<file path="src/rtl/mem_arbiter.sv">
// mem_arbiter: shares one req/ack single-port memory between IF fetches and MEM loads/stores
// Ports:
//   clk_i, rst_i (async, active-low)
//   if_req_i/if_addr_i -> if_data_o/if_done_o     instruction fetch side
//   d_read_i/d_write_i/d_addr_i/d_wdata_i -> d_rdata_o/d_done_o   data side
//   flush_i                                        cancels the current fetch
//   mem_req_o/mem_we_o/mem_addr_o/mem_wdata_o, mem_ack_i/mem_rdata_i   memory port
//   stall_o                                        freezes pipeline until every active request is served
// Optional: define MEM_ARB_FETCH_HOLD_EN to add a one-entry fetch hold register.
module mem_arbiter #(
    parameter int ADDR_W = 32,
    parameter int DATA_W = 32
) (
    input  logic              clk_i,
    input  logic              rst_i,
    input  logic              if_req_i,
    input  logic [ADDR_W-1:0] if_addr_i,
    output logic [DATA_W-1:0] if_data_o,
    output logic              if_done_o,
    input  logic              d_read_i,
    input  logic              d_write_i,
    input  logic [ADDR_W-1:0] d_addr_i,
    input  logic [DATA_W-1:0] d_wdata_i,
    output logic [DATA_W-1:0] d_rdata_o,
    output logic              d_done_o,
    input  logic              flush_i,
    output logic              mem_req_o,
    output logic              mem_we_o,
    output logic [ADDR_W-1:0] mem_addr_o,
    output logic [DATA_W-1:0] mem_wdata_o,
    input  logic              mem_ack_i,
    input  logic [DATA_W-1:0] mem_rdata_i,
    output logic              stall_o
);
    typedef enum logic [1:0] {IDLE, FETCH, DATA, DISCARD} state_t;

    state_t r_state, w_next;
    logic r_if_done, r_d_done, r_mem_req, r_mem_we;
    logic [ADDR_W-1:0] r_mem_addr;
    logic [DATA_W-1:0] r_mem_wdata, r_if_data, r_d_rdata;
    logic w_d_pend, w_if_pend, w_idle, w_issue_d, w_if_go, w_issue_f, w_hit, w_ack_f, w_ack_d;
    logic [DATA_W-1:0] w_hold_data;

    assign w_d_pend  = (d_read_i | d_write_i) & ~r_d_done;
    assign w_if_pend = if_req_i & ~r_if_done;
    assign stall_o   = w_if_pend | w_d_pend;
    assign w_idle    = r_state == IDLE;
    assign w_issue_d = w_idle & w_d_pend;
    // a fetch presented together with flush_i is stale; wait for the redirected PC
    assign w_if_go   = w_idle & ~w_d_pend & w_if_pend & ~flush_i;
    assign w_issue_f = w_if_go & ~w_hit;
    // a fetch acked in the same cycle as a flush is dropped just like one in DISCARD
    assign w_ack_f   = (r_state == FETCH) & mem_ack_i & ~flush_i;
    assign w_ack_d   = (r_state == DATA) & mem_ack_i;

`ifdef MEM_ARB_FETCH_HOLD_EN
    logic [ADDR_W-1:0] r_hold_tag;
    logic [DATA_W-1:0] r_hold_data;
    logic r_hold_vld;

    assign w_hit       = w_if_go & r_hold_vld & (if_addr_i == r_hold_tag);
    assign w_hold_data = r_hold_data;

    always_ff @(posedge clk_i or negedge rst_i) begin
        if (!rst_i) begin
            r_hold_tag  <= '0;
            r_hold_data <= '0;
            r_hold_vld  <= 1'b0;
        end else if (w_ack_f) begin
            r_hold_tag  <= r_mem_addr;
            r_hold_data <= mem_rdata_i;
            r_hold_vld  <= 1'b1;
        end else if (w_issue_d && d_write_i && d_addr_i == r_hold_tag) begin
            r_hold_vld  <= 1'b0;
        end
    end
`else
    assign w_hit       = 1'b0;
    assign w_hold_data = '0;
`endif

    always_comb begin
        w_next = r_state;
        case (r_state)
            IDLE:    w_next = w_issue_d ? DATA : w_issue_f ? FETCH : IDLE;
            FETCH:   w_next = mem_ack_i ? IDLE : flush_i ? DISCARD : FETCH;
            default: w_next = mem_ack_i ? IDLE : r_state;
        endcase
    end

    always_ff @(posedge clk_i or negedge rst_i) begin
        if (!rst_i) begin
            r_state     <= IDLE;
            r_mem_req   <= 1'b0;
            r_mem_we    <= 1'b0;
            r_mem_addr  <= '0;
            r_mem_wdata <= '0;
            r_if_data   <= '0;
            r_d_rdata   <= '0;
            r_if_done   <= 1'b0;
            r_d_done    <= 1'b0;
        end else begin
            r_state <= w_next;
            if (w_issue_d || w_issue_f) begin
                r_mem_req  <= 1'b1;
                r_mem_we   <= w_issue_d & d_write_i;
                r_mem_addr <= w_issue_d ? d_addr_i : if_addr_i;
                if (w_issue_d)
                    r_mem_wdata <= d_wdata_i;
            end else if (mem_ack_i && !w_idle) begin
                r_mem_req <= 1'b0;
            end
            if (w_ack_d && !r_mem_we)
                r_d_rdata <= mem_rdata_i;
            r_if_data <= w_ack_f ? mem_rdata_i : w_hit ? w_hold_data : r_if_data;
            // flags clear when the pipeline advances (stall low) and on flush
            r_if_done <= stall_o & ~flush_i & (r_if_done | w_ack_f | w_hit);
            r_d_done  <= stall_o & (r_d_done | w_ack_d);
        end
    end

    assign mem_req_o   = r_mem_req;
    assign mem_we_o    = r_mem_we;
    assign mem_addr_o  = r_mem_addr;
    assign mem_wdata_o = r_mem_wdata;
    assign if_data_o   = r_if_data;
    assign d_rdata_o   = r_d_rdata;
    assign if_done_o   = r_if_done;
    assign d_done_o    = r_d_done;
endmodule

</file>
<file path="config.mk">
export PLATFORM = sky130hd
export DESIGN_NAME = mem_arbiter
export DESIGN_NICKNAME = d
export VERILOG_FILES = /design/src/rtl/mem_arbiter.sv
export SDC_FILE = /design/constraint.sdc
export NUM_CORES = 1
export LEC_CHECK = 0
export CORE_ASPECT_RATIO = 1.75
export CORE_MARGIN = 2
export CORE_UTILIZATION = 44
export DETAILED_ROUTE_END_ITERATION = 7
export DONT_BUFFER_PORTS = 1
export SLEW_MARGIN = 15
export SYNTH_ARGS = -nofsm -noshare
export SYNTH_HDL_FRONTEND = slang
export SYNTH_SLANG_ARGS = --single-unit
</file>
<file path="constraint.sdc">
create_clock -name clk_i -period 2 [get_ports clk_i]
set_input_delay 0.3 -clock clk_i [delete_from_list [all_inputs] [get_ports clk_i]]
set_output_delay 0.3 -clock clk_i [all_outputs]
set_load 0.02 [all_outputs]
</file>
Yosys cells after proc, flatten, opt, wreduce, memory -nomap -nowiden
Cells that the tools add are included.
{"block": "classes", "bitwise": 21, "mux": 10, "n_eq_ne": 2, "reduce_logical": 9}
{"operator": "$mux 32", "n": 2}
{"operator": "$and 1x1->1", "n": 13}
{"operator": "$mux 2", "n": 4}
{"operator": "$not 1->1", "n": 4}
{"operator": "$or 1x1->1", "n": 4}
{"operator": "$pmux 2 s2", "n": 1}
{"operator": "$mux 1", "n": 3}
{"operator": "$reduce_bool 3->1", "n": 1}
{"operator": "$eq 2x1->1 const B", "n": 1}
{"operator": "$eq 2x2->1 const B", "n": 1}
{"operator": "$logic_and 1x1->1", "n": 2}
{"operator": "$logic_not 1->1", "n": 2}
{"operator": "$logic_not 2->1", "n": 1}
{"operator": "$reduce_and 2->1", "n": 1}
{"operator": "$reduce_bool 2->1", "n": 1}
{"operator": "$logic_or 1x1->1", "n": 1}
{"block": "word_totals", "regBits": 134, "word_cells": 51}

Depth between registers and ports, before layout
{"block": "depth", "ltp_word": 9, "mapped_depth": 5, "ltp_nobuf": 3}

Least setup slack after synthesis
OpenSTA, ideal clock, no wires.
{"block": "synth_timing", "path_kind": "register -> register", "from": "register r_state[1]", "to": "register r_mem_wdata[10] (netlist: mem_wdata_o[10])", "synth_period_minus_slack_ns": 1.680, "setup_slack_ns": 0.320, "arrival_time_ns": 1.555, "stages_incl_launch_ff": 6, "t_required_ns": 1.875, "path_cell_list": "dfrtp_1 > or2_1 > buf_2 > nor3_4 > buf_6 > mux2_2"}
{"block": "synth_via", "elab_chain_cells": 6, "elab_cells_between_ends": 7, "cone_classes": "4 x bitwise; 3 x reduce/logical"}
{"element": "start: declaration", "line": "37", "source": "state_t r_state, w_next;"}
{"element": "start signal: assignment", "line": "103", "source": "r_state <= w_next;"}
{"element": "$logic_not 2->1 *", "line": "47", "source": "assign w_idle = r_state == IDLE;"}
{"element": "$and 1x1->1 (3 in series)", "line": "50", "source": "assign w_if_go = w_idle & ~w_d_pend & w_if_pend & ~flush_i;"}
{"element": "$logic_or 1x1->1", "line": "104", "source": "if (w_issue_d || w_issue_f) begin"}
{"element": "$reduce_and 2->1 (no line) *"}
{"element": "end signal: assignment", "line": "109", "source": "r_mem_wdata <= d_wdata_i;"}
{"element": "end: declaration", "line": "40", "source": "logic [DATA_W-1:0] r_mem_wdata, r_if_data, r_d_rdata;"}
Every way passes the cells marked *; elsewhere a longest branch is shown, timed or not.
A chain may end at the register's enable or synchronous reset.

Worst setup path after layout
{"block": "layout_timing", "from": "register r_d_done (netlist: d_done_o)", "to": "output port stall_o"}
{"block": "layout_via", "elab_chain_cells": 3}
{"element": "start: declaration", "line": "38", "source": "logic r_if_done, r_d_done, r_mem_req, r_mem_we;"}
{"element": "start signal: assignment", "line": "118", "source": "r_d_done <= stall_o & (r_d_done | w_ack_d);"}
{"element": "$not 1->1", "line": "44", "source": "assign w_d_pend = (d_read_i | d_write_i) & ~r_d_done;"}
{"element": "$and 1x1->1", "line": "44"}
{"element": "$or 1x1->1", "line": "46", "source": "assign stall_o = w_if_pend | w_d_pend;"}
{"element": "end: declaration", "line": "33", "source": "output logic stall_o"}
No other way between the ends.

==> impl_metrics.json <==
{
  "endpoint_kind": "output pin",
  "slowest_delay_ps": 510,
  "groute.usage.overall_pct": 19.1,
  "route.detailed.wl_per_inst_um": 23.0,
  "grt_max_degree": 135,
  "criticalPathCategory": "reg -> out",
  "finalHoldViolations": 134,
  "worst-endpoint-required_ps": 1700,
  "synth.net_count": 519,
  "max-vdd-ir-drop_mv": 0.905,
  "failed_checks": "hold timing",
  "drt_iter0_drc": 97,
  "layoutNonFillerInstCount": 571,
  "power_density_over_cell_area_nw_per_um2": 1890,
  "clock_tree.buffer_depth": 2,
  "synth_warnings": 0,
  "global_route.overflow_total": 0,
  "synth_sequential_area_ratio_pct": 58.9,
  "cts_tree": "yes",
  "placeableCoreArea_sq_um": 12800,
  "worst_r2r_startpoint": "r_state[1]",
  "ioPinCount": 268,
  "cts.sink_count": 134,
  "first_global_vias": 3659,
  "setup-tns-final_ps": 0,
  "initial_utilization_pct": 44.5,
  "finalSetupViolCount": 0,
  "max_capacitance_violation_count": 0,
  "chipWidth_um": 90.0,
  "crit_path_cell_trace": "o21bai_4 > nand2_1",
  "min_period_over_period_pct": 93.6,
  "post_synth_num_cell_types": 30,
  "nNetsFinal": 521,
  "num_rows": 55,
  "num_vias": 3316,
  "crit_arrival_ps": 1570,
  "synthesis.instances": 384,
  "clk_pin_slew_ps": 60,
  "leakage_nw": 2.78,
  "most_common_cell_after_layout_fill_and_taps_aside": "sky130_fd_sc_hd__dfrtp_1",
  "worst_slew_margin_rel_pct": 63.3,
  "worst_pin_slew_ps": 549,
  "final-max-slew-violation-count": 0,
  "ys_ff_latch": 134,
  "cp_slowest_cell": "sky130_fd_sc_hd__dfrtp_2",
  "layout.cells.most_common_list": "sky130_fd_sc_hd__dfrtp_1 (133), sky130_fd_sc_hd__mux2_2 (88), sky130_fd_sc_hd__nor4bb_1 (32), sky130_fd_sc_hd__mux2i_1 (32), sky130_fd_sc_hd__o2bb2ai_1 (32)",
  "pre_cts_slack_ps": 263,
  "antenna_found_initial": 1,
  "total_power_w": 0.0122,
  "drt-vias-per-instance": 5.81,
  "clock_insertion_delay_at_the_later_pin_of_the_skew_report_ps": 410,
  "rsz0062_at_grt": "false",
  "port_buffers": 0,
  "dpl.hpwl_mm": 9.31,
  "dieArea_sq_um": 13900,
  "clock-skew-final_ps": 10.9,
  "fp.dieH_um": 155,
  "ctsRootBufferMaster": "sky130_fd_sc_hd__clkbuf_16",
  "placed_cells_incl_taps": 536,
  "clock.fmax_mhz": 534,
  "post-cts-setup-buffers": 0,
  "firstDrtPassIters": 4,
  "drc_errors": 0,
  "setup.worst_path.start": "d_done_o",
  "drt-total-wl_mm": 13.1,
  "ant_nets": 0,
  "start_kind": "register",
  "syn_area_per_cell_sq_um": 14.8,
  "syn2layout_area_growth_pct": 13.9,
  "finalCriticalPeriod_ps": 1870,
  "grt_first_pass_wirelength_mm": 20.8,
  "place_congestion": 0.780,
  "num_cts_buffers": 17,
  "post_route_cells_drive_above_1_share_pct": 33.8,
  "htree_num_levels": 4,
  "netlist_area_sq_um": 5700,
  "hold_ws_ps": -415,
  "setup_slack_ps": 127,
  "critPathMaxFanout": 14,
  "holdCritPathClass": "in -> async",
  "outcome": "finished, violations left"
}
critical path: cells and delay by family, from the launching register on:
family / cells / cell delay [ps]
AO/OA/AOI/OAI: 1 / 330
flip-flops: 1 / 510
AND/OR/NAND/NOR: 1 / 330
through the flow:
step	area (sq um)	util, %
floorplan	5700	-
global placement	5900	46.1
detailed placement	5900	46.1
CTS	6470	50.6
global route	6480	50.7
finish	6480	50.7
registers in the layout (all words and copies together) (netlist names):
register	cells
d_rdata_o	32
if_data_o	32
mem_addr_o	32
mem_wdata_o	32
r_state	2
d_done_o	1
if_done_o	1
mem_req_o	1
mem_we_o	1
synthesized netlist by cell type (all sizes together):
cell type,count,share of area [%]
nor2b,1,0.11
a22oi,1,0.13
dfrtp,134,59
nand2b,1,0.11
mux2i,32,5.6
o2bb2ai,32,4.9
and3b,1,0.15
clkbuf,13,0.92
o21ba,1,0.18
nor4bb,32,5.6
nor3b,1,0.13
nand2,3,0.20
o21ai,3,0.26
mux2,96,19
nand3,1,0.088
a31oi,1,0.11
buf,16,1.8
a21oi,2,0.18
a22o,1,0.15
nor2,3,0.20
nor3,3,0.64
o21bai,3,0.40
inv,2,0.13
or2,1,0.11
routing by layer:
layer	up-vias	part of all wire [%]	GRT usage (%)	wire length (um)
li1	1438	-	-	-
met1	1662	34	20.2	4430
met5	-	0	0	0
met3	34	9.6	7.60	1260
met2	182	53	31.9	6920
met4	0	3.8	11.4	505
path summary, 6_finish.rpt:
| path | end | slack (ps) | cells past startpoint |
|---|---|---|---|
| setup / recovery | stall_o | 130 | 2 |
| hold / removal | d_rdata_o[23] | -420 | 0 |
| setup reg to reg | mem_wdata_o[0] | 330 | 4 |
| hold reg to reg | mem_addr_o[8] | 630 | 1 |
| max in group asynchronous | mem_wdata_o[15] | 2130 | 0 |
| min in group clk_i | r_state[0] | 20 | 1 |
power by group:
part	internal (W)	total [W]	switching [W]
Combinational	0.00153	0.00262	0.00109
Clock	0.00176	0.00293	0.00117
Sequential	0.00403	0.00669	0.00266
layout make-up:
class,instances,area (sq um)
Tap cell,171,214
Multi-Input combinational cell,219,2210
Clock buffer,20,447
Clock inverter,12,119
Timing Repair Buffer,12,133
Antenna cell,1,2.50
Fill cell,1147,6310
Sequential cell,134,3350
Inverter,2,7.51
logic make-up (layout without fill, tap and decap cells):
kind of cell,Yosys count,in the layout,synth area share [%]
buf+inv,31,46,2.83
other cells,0,1,0
mux,128,128,24.6
compound gates,44,44,6.33
simple gates,47,47,7.36
flops,134,134,58.9
what timing repair did:
action / in CTS / in global routing
gates resized for setup: 1 / 0
hold buffers: 1 / 1
hold endpoints to repair: 135 / 135
endpoints found under the setup margin: 1 / 0
Note: power is estimated with default switching activity, not from simulation.
